<file path="config.mk">
export PLATFORM = sky130hd
export DESIGN_NAME = mem_stage
export DESIGN_NICKNAME = d
export VERILOG_FILES = /design/src/rtl/mem_stage_pkg.sv /design/src/rtl/mem_stage_load_align.sv /design/src/rtl/mem_stage.sv
export SDC_FILE = /design/constraint.sdc
export NUM_CORES = 1
export LEC_CHECK = 0
export CAP_MARGIN = 25
export CELL_PAD_IN_SITES_DETAIL_PLACEMENT = 0
export CELL_PAD_IN_SITES_GLOBAL_PLACEMENT = 2
export CORE_MARGIN = 2
export CORE_UTILIZATION = 32
export CTS_BUF_LIST = sky130_fd_sc_hd__clkbuf_4
export CTS_CLUSTER_DIAMETER = 40
export DETAILED_ROUTE_END_ITERATION = 8
export GPL_TIMING_DRIVEN = 1
export PLACE_DENSITY = 0.93
export SYNTH_ARGS = -nofsm -noshare
export SYNTH_HDL_FRONTEND = slang
export SYNTH_SLANG_ARGS = --single-unit
export TNS_END_PERCENT = 1
</file>
<file path="constraint.sdc">
create_clock -name clk -period 5.95 [get_ports clk]
set_clock_uncertainty 0.15 [all_clocks]
set_input_delay 1.4875 -clock clk [delete_from_list [all_inputs] [get_ports clk]]
set_output_delay 1.4875 -clock clk [all_outputs]
set_load 0.02 [all_outputs]
</file>
<file path="src/rtl/mem_stage_pkg.sv">
//============================================================================
// Module   : mem_stage_pkg
// Brief    : Shared bus widths and execute->memory payload layout.
// Revision : 1.0 - initial release
//============================================================================
`default_nettype none

package mem_stage_pkg;

    localparam int c_ES_TO_MS_BUS_WD = 80;
    localparam int c_MS_TO_WS_BUS_WD = 72;
    localparam int c_MS_TO_DS_BUS_WD = 40;

    // Field order is MSB first and must track the execute-stage packing.
    typedef struct packed {
        logic        ertn;
        logic        ex;
        logic        mem_access;
        logic [1:0]  addr_lo;
        logic        ld_hu;
        logic        ld_bu;
        logic        ld_h;
        logic        ld_b;
        logic        res_from_mem;
        logic        gr_we;
        logic [4:0]  dest;
        logic [31:0] es_result;
        logic [31:0] pc;
    } es_to_ms_t;

    function automatic logic is_load(input es_to_ms_t p);
        return p.res_from_mem | p.ld_b | p.ld_h | p.ld_bu | p.ld_hu;
    endfunction

endpackage

`default_nettype wire

</file>
<file path="src/rtl/mem_stage_load_align.sv">
//============================================================================
// Module   : load_align
// Brief    : Byte/half selection and sign/zero extension of load data.
// Revision : 1.0 - initial release
//============================================================================
`default_nettype none

module load_align (
    input  logic [31:0] rdata,
    input  logic [1:0]  addr_lo,
    input  logic        ld_b,
    input  logic        ld_h,
    input  logic        ld_bu,
    input  logic        ld_hu,
    output logic [31:0] result
);

    logic [7:0]  w_byte;
    logic [15:0] w_half;

    always_comb begin
        w_byte = rdata[7:0];
        case (addr_lo)
            2'd1:    w_byte = rdata[15:8];
            2'd2:    w_byte = rdata[23:16];
            2'd3:    w_byte = rdata[31:24];
            default: w_byte = rdata[7:0];
        endcase
        w_half = addr_lo[1] ? rdata[31:16] : rdata[15:0];

        // Word loads fall through to the raw data.
        if (ld_b) begin
            result = {{24{w_byte[7]}}, w_byte};
        end else if (ld_bu) begin
            result = {24'd0, w_byte};
        end else if (ld_h) begin
            result = {{16{w_half[15]}}, w_half};
        end else if (ld_hu) begin
            result = {16'd0, w_half};
        end else begin
            result = rdata;
        end
    end

endmodule

`default_nettype wire

</file>
<file path="src/rtl/mem_stage.sv">
//============================================================================
// Module   : mem_stage
// Brief    : Memory-access pipeline stage: waits for data_ok, holds read
//            data across writeback stalls, aligns loads, absorbs orphans.
// Revision : 1.0 - initial release
//============================================================================
`default_nettype none

module mem_stage
    import mem_stage_pkg::*;
(
    input  logic                         clk,
    input  logic                         resetn,
    input  logic                         ws_allowin,
    output logic                         ms_allowin,
    input  logic                         es_to_ms_valid,
    input  logic [c_ES_TO_MS_BUS_WD-1:0] es_to_ms_bus,
    output logic                         ms_to_ws_valid,
    output logic [c_MS_TO_WS_BUS_WD-1:0] ms_to_ws_bus,
    input  logic                         data_ok,
    input  logic [31:0]                  data_sram_rdata,
    input  logic                         ws_flush,
    output logic                         ms_to_es_bus,
    output logic [c_MS_TO_DS_BUS_WD-1:0] ms_to_ds_bus
);

    localparam logic [1:0] c_IDLE = 2'd0;
    localparam logic [1:0] c_WAIT = 2'd1;
    localparam logic [1:0] c_HOLD = 2'd2;
    localparam logic [1:0] c_DROP = 2'd3;

    logic        r_ms_valid;
    es_to_ms_t   r_payload;
    logic [1:0]  r_state;
    logic [31:0] r_rdata_buf;

    es_to_ms_t   w_in;
    logic [1:0]  w_state_nxt;
    logic        w_ready_go;
    logic        w_accept;
    logic        w_enter_wait;
    logic        w_is_load;
    logic [31:0] w_load_data;
    logic [31:0] w_aligned;
    logic [31:0] w_final;
    logic        w_load_pending;

    assign w_in = es_to_ms_bus;

    assign w_ready_go = !r_payload.mem_access || r_payload.ex
                     || (r_state == c_WAIT && data_ok)
                     || (r_state == c_HOLD);

    // DROP owns the SRAM response channel, so nothing new may enter.
    assign ms_allowin   = (r_state != c_DROP)
                       && (!r_ms_valid || (w_ready_go && ws_allowin));
    assign w_accept     = es_to_ms_valid && ms_allowin && !ws_flush;
    assign w_enter_wait = w_accept && w_in.mem_access && !w_in.ex;

    always_comb begin
        w_state_nxt = r_state;
        case (r_state)
            c_IDLE: begin
                if (w_enter_wait) begin
                    w_state_nxt = c_WAIT;
                end
            end
            c_WAIT: begin
                if (data_ok) begin
                    if (ws_flush || ws_allowin) begin
                        w_state_nxt = w_enter_wait ? c_WAIT : c_IDLE;
                    end else begin
                        w_state_nxt = c_HOLD;
                    end
                end else if (ws_flush) begin
                    w_state_nxt = c_DROP;
                end
            end
            c_HOLD: begin
                if (ws_flush || ws_allowin) begin
                    w_state_nxt = w_enter_wait ? c_WAIT : c_IDLE;
                end
            end
            c_DROP: begin
                if (data_ok) begin
                    w_state_nxt = c_IDLE;
                end
            end
            default: w_state_nxt = c_IDLE;
        endcase
    end

    always_ff @(posedge clk or negedge resetn) begin
        if (!resetn) begin
            r_ms_valid  <= 1'b0;
            r_state     <= c_IDLE;
            r_rdata_buf <= 32'd0;
            r_payload   <= '0;
        end else begin
            r_state <= w_state_nxt;
            if (ws_flush) begin
                r_ms_valid <= 1'b0;
            end else if (ms_allowin) begin
                r_ms_valid <= es_to_ms_valid;
            end
            if (w_accept) begin
                r_payload <= w_in;
            end
            if (r_state == c_WAIT && data_ok && !ws_allowin && !ws_flush) begin
                r_rdata_buf <= data_sram_rdata;
            end
        end
    end

    assign w_load_data = data_ok ? data_sram_rdata : r_rdata_buf;

    load_align u_load_align (
        .rdata   (w_load_data),
        .addr_lo (r_payload.addr_lo),
        .ld_b    (r_payload.ld_b),
        .ld_h    (r_payload.ld_h),
        .ld_bu   (r_payload.ld_bu),
        .ld_hu   (r_payload.ld_hu),
        .result  (w_aligned)
    );

    assign w_is_load      = is_load(r_payload);
    assign w_final        = w_is_load ? w_aligned : r_payload.es_result;
    assign w_load_pending = r_ms_valid && w_is_load && !w_ready_go;

    assign ms_to_ws_valid = r_ms_valid && w_ready_go;
    assign ms_to_ws_bus   = {r_payload.ertn, r_payload.ex, r_payload.gr_we,
                             r_payload.dest, w_final, r_payload.pc};
    assign ms_to_es_bus   = r_ms_valid && (r_payload.ex || r_payload.ertn);
    assign ms_to_ds_bus   = {r_ms_valid, r_payload.gr_we, w_load_pending,
                             r_payload.dest, w_final};

`ifndef SYNTHESIS
    // A response is only legal while a request is outstanding.
    a_data_ok_outstanding: assert property (
        @(posedge clk) disable iff (!resetn)
        data_ok |-> (r_state == c_WAIT || r_state == c_DROP)
    );
`endif

endmodule

`default_nettype wire

</file>
==> metrics, run 1 <==
slowest stage delay, CP=~0.57 ns; Total Routing Usage GR=17.0%; # Max-Cap Violations=0; CTS tree=built; clk buf depth=2; area occupied by multi-input gates=0.00292 mm²; critical-path cell list=clkdlybuf4s50_1 -> mux2_2 -> mux4_2 -> and2_4 -> o32a_1 -> clkdlybuf4s50_1; Register Area=~0.0029 mm²; CTS hold repair buffers=0; Root Driver=clkbuf_4; Int Pwr=between 0.0015 and 0.002 W; initial core utilization=about a third; Pins Over Slew Limit=0; Finished Layout Cells=959; Final GP Congestion=0.785; setup_tns=0 ns; area grow syn2layout=35.5%; WL per Instance=~19 µm; Setup crit start kind=primary input; CTS clk-pin slew, worst paths=~0.13 ns; vias in the first global route=5059; final wirelength=approximately 18000 µm; CP max-delay cell=clkdlybuf4s50_1; vias per cell=4.86; Worst Path Required=4.31 ns; hold crit path type=flip-flop to flip-flop; actual slew at the worst max-slew pin=0.887 ns; DR vias=about 4700; setup bufs post-CTS=0; # setup viols final=0; Yosys warnings=0; Die ar.=between 0.02 and 0.025 mm²; Post-Syn Nets=between 600 and 700; Peak VDD IR=between 0.00015 and 0.0002 V; Crit path max-delay family=buffers and inverters; P_leak=3.63 nW; Site Rows=52; Core Region=~0.020 mm²; clock buffers created by TritonCTS=17; first-pass GRT wire length=~28000 µm; flops & latches, synth=approximately 120; min Tclk post-route=between 5 and 6 ns; Die Wd=147 µm; Power Density=336 mW/mm²; final worst slack=about 0.37 ns; largest net degree at the start of global routing=67; Clk pwr share=between 20 and 25%; post-cts gate resize count=0; first-pass detailed-route iteration total=4; Fin. Hold Viols=0; Setup CP Type=primary input to output port; FMAX=around 180 MHz; Setup WS pre-CTS=approximately 0.37 ns; WP buf/inv=2; maximum fanout along the worst path=16; clock sink count=roughly 120; synthesized cell area=between 0.006 and 0.007 mm²; Reg power frac=approximately a third; initial DRC count=210; # IOs=around 230; unrepaired setup endpoints after global routing=false; commonest non-fill, non-tap cells in the layout=clkdlybuf4s50_1 (230), dfrtp_1 (115), mux2_2 (107), mux2i_1 (29), nor2_1 (25); number of routed nets with antenna violations=0; Worst slew margin=40.9%; input/output buffers=between 200 and 250; most frequent CP cell=clkdlybuf4s50_1; Cells after DPL=around 930; grt total ovfl=0; leading cell type in the layout, fill and taps excluded=clkdlybuf4s50_1; Syn Area/Cell=12.4 µm²; Synth Instances=roughly 530; post-synthesis sequential area ratio=approximately 44%; final period utilization=93.8%; Clock Latency Late Sink=0.56 ns; Comb power frac=between 40 and 50%; switching pwr=0.00107 W; FILL cells=approximately 1900; PnR Total Power=around 0.0030 W; chip height=147 µm; Layout Nets=slightly below 800; CP Data Arrival Time=3.94 ns; initial antenna violation count=1; post-synth cell types=between 40 and 50; status=complete, no violations; drt drc=0; CP Capture Type=output port; sw frac=between 30% and 40%; H-tree depth=4; DP HPWL=13300 µm; layout cells sized above 1=25.3%
==> per-layer routing <==
metal | global-route usage [%] | vias to the layer above | part of all wire, %
li1 | - | 2148 | -
met1 | 22.5 | 2319 | 44
met2 | 27.3 | 170 | 48
met3 | 5.50 | 21 | 6.6
met4 | 4.13 | 0 | 1.1
met5 | 0 | - | 0
==> through the flow <==
step                hold slack (ns)  area [µm²]  utilization, %
global route                  0.374        8880            44.0
floorplan                     0.309        6550               -
global placement              0.327        8540            42.4
detailed placement            0.325        8560            42.4
CTS                           0.355        8880            44.0
finish                        0.350        8880            44.0
==> path summary, 6_finish.rpt <==
kind | startpoint | endpoint | slack, ns | cells after the start
worst max register to register | r_state[0]$_DFFE_PN0P_ | r_payload[45]$_DFFE_PN0N_ | 3.40 | 5
min in group asynchronous | resetn | ms_to_ds_bus[33]$_DFFE_PN0N_ | 0.88 | 1
worst min-delay path | ms_to_ws_bus[18]$_DFFE_PN0N_ | ms_to_ws_bus[18]$_DFFE_PN0N_ | 0.35 | 1
worst max-delay path | data_sram_rdata[31] | ms_to_ds_bus[16] | 0.37 | 6
worst min register to register | ms_to_ws_bus[18]$_DFFE_PN0N_ | ms_to_ws_bus[18]$_DFFE_PN0N_ | 0.35 | 1
max in group asynchronous | resetn | r_payload[41]$_DFFE_PN0N_ | 3.56 | 2
==> flip-flops by register name (all words and copies together), names as in the netlist <==
name	flops
r_payload	40
r_ms_valid	1
ms_to_ds_bus	6
r_rdata_buf	32
r_state	2
ms_to_ws_bus	34
==> power groups by stage <==
stage               Combinational, W  Clock (W)  Sequential [W]
CTS                          0.00129   0.000688         0.00104
detailed placement           0.00129          0         0.00106
finish                       0.00127   0.000666         0.00104
global route                 0.00135   0.000728         0.00106
floorplan                   0.000890          0         0.00101
global placement             0.00127          0         0.00104
==> cell usage after synthesis, drive strengths merged <==
library cell	count	area, µm²
mux2	117	1320
dfrtp	115	2880
buf	100	721
mux2i	29	290
nor2	26	97.6
mux4	22	518
nand2	19	71.3
o32a	16	160
clkbuf	14	52.6
nor2b	10	62.6
o21ai	10	50.0
a21oi	8	40.0
a211oi	7	52.6
a31oi	7	43.8
and3	3	18.8
nand2b	3	18.8
a22o	2	17.5
and2	2	15.0
nor3	2	10.0
o21a	2	15.0
a221oi	1	15.0
a22oi	1	7.51
inv	1	3.75
maj3	1	10.0
nand3	1	5.00
nand4	1	6.26
nand4b	1	8.76
nor3b	1	7.51
o211ai	1	7.51
o21bai	1	7.51
o31ai	1	7.51
or3	1	6.26
or4	1	7.51
==> cell type report <==
class | count | area share [%]
diodes | 1 | 0.0282
clock buffers | 17 | 1.44
clock inverters | 15 | 2.18
inverters | 1 | 0.0423
multi-input cells | 297 | 32.9
flip-flops and latches | 115 | 32.4
well taps | 270 | 3.80
repair buffers | 243 | 27.2
==> kinds of logic (layout without fill, tap and decap cells) <==
kind of cell               Yosys count  in the layout  synth area share, %
AOI/OAI and AO/OA                   57             57                 6.47
buffers and inverters              115            276                 11.9
and+or+nand+nor                     71             71                 5.12
DFF                                115            115                 43.9
other                                0              1                    0
muxes                              168            168                 32.5
adders and majority gates            1              1                0.153
==> worst reg2reg max path, stage by stage (launching register included) <==
cell      delay [ns]
dfrtp_1         0.52
and2_1          0.20
o31ai_1         0.13
a221oi_4        0.26
buf_4           0.67
mux2_2          0.49
(Power assumes the default switching activity.)
==> run 2: changes to the inputs <==
--- a/config.mk
+++ b/config.mk
@@ -14,6 +14,7 @@
 export CTS_CLUSTER_DIAMETER = 40
 export DETAILED_ROUTE_END_ITERATION = 8
 export GPL_TIMING_DRIVEN = 1
+export HOLD_SLACK_MARGIN = 0.1
 export PLACE_DENSITY = 0.93
 export SYNTH_ARGS = -nofsm -noshare
 export SYNTH_HDL_FRONTEND = slang
==> results of run 2 <==
The final DEF is identical to that of run 1; final timing and power are the same.
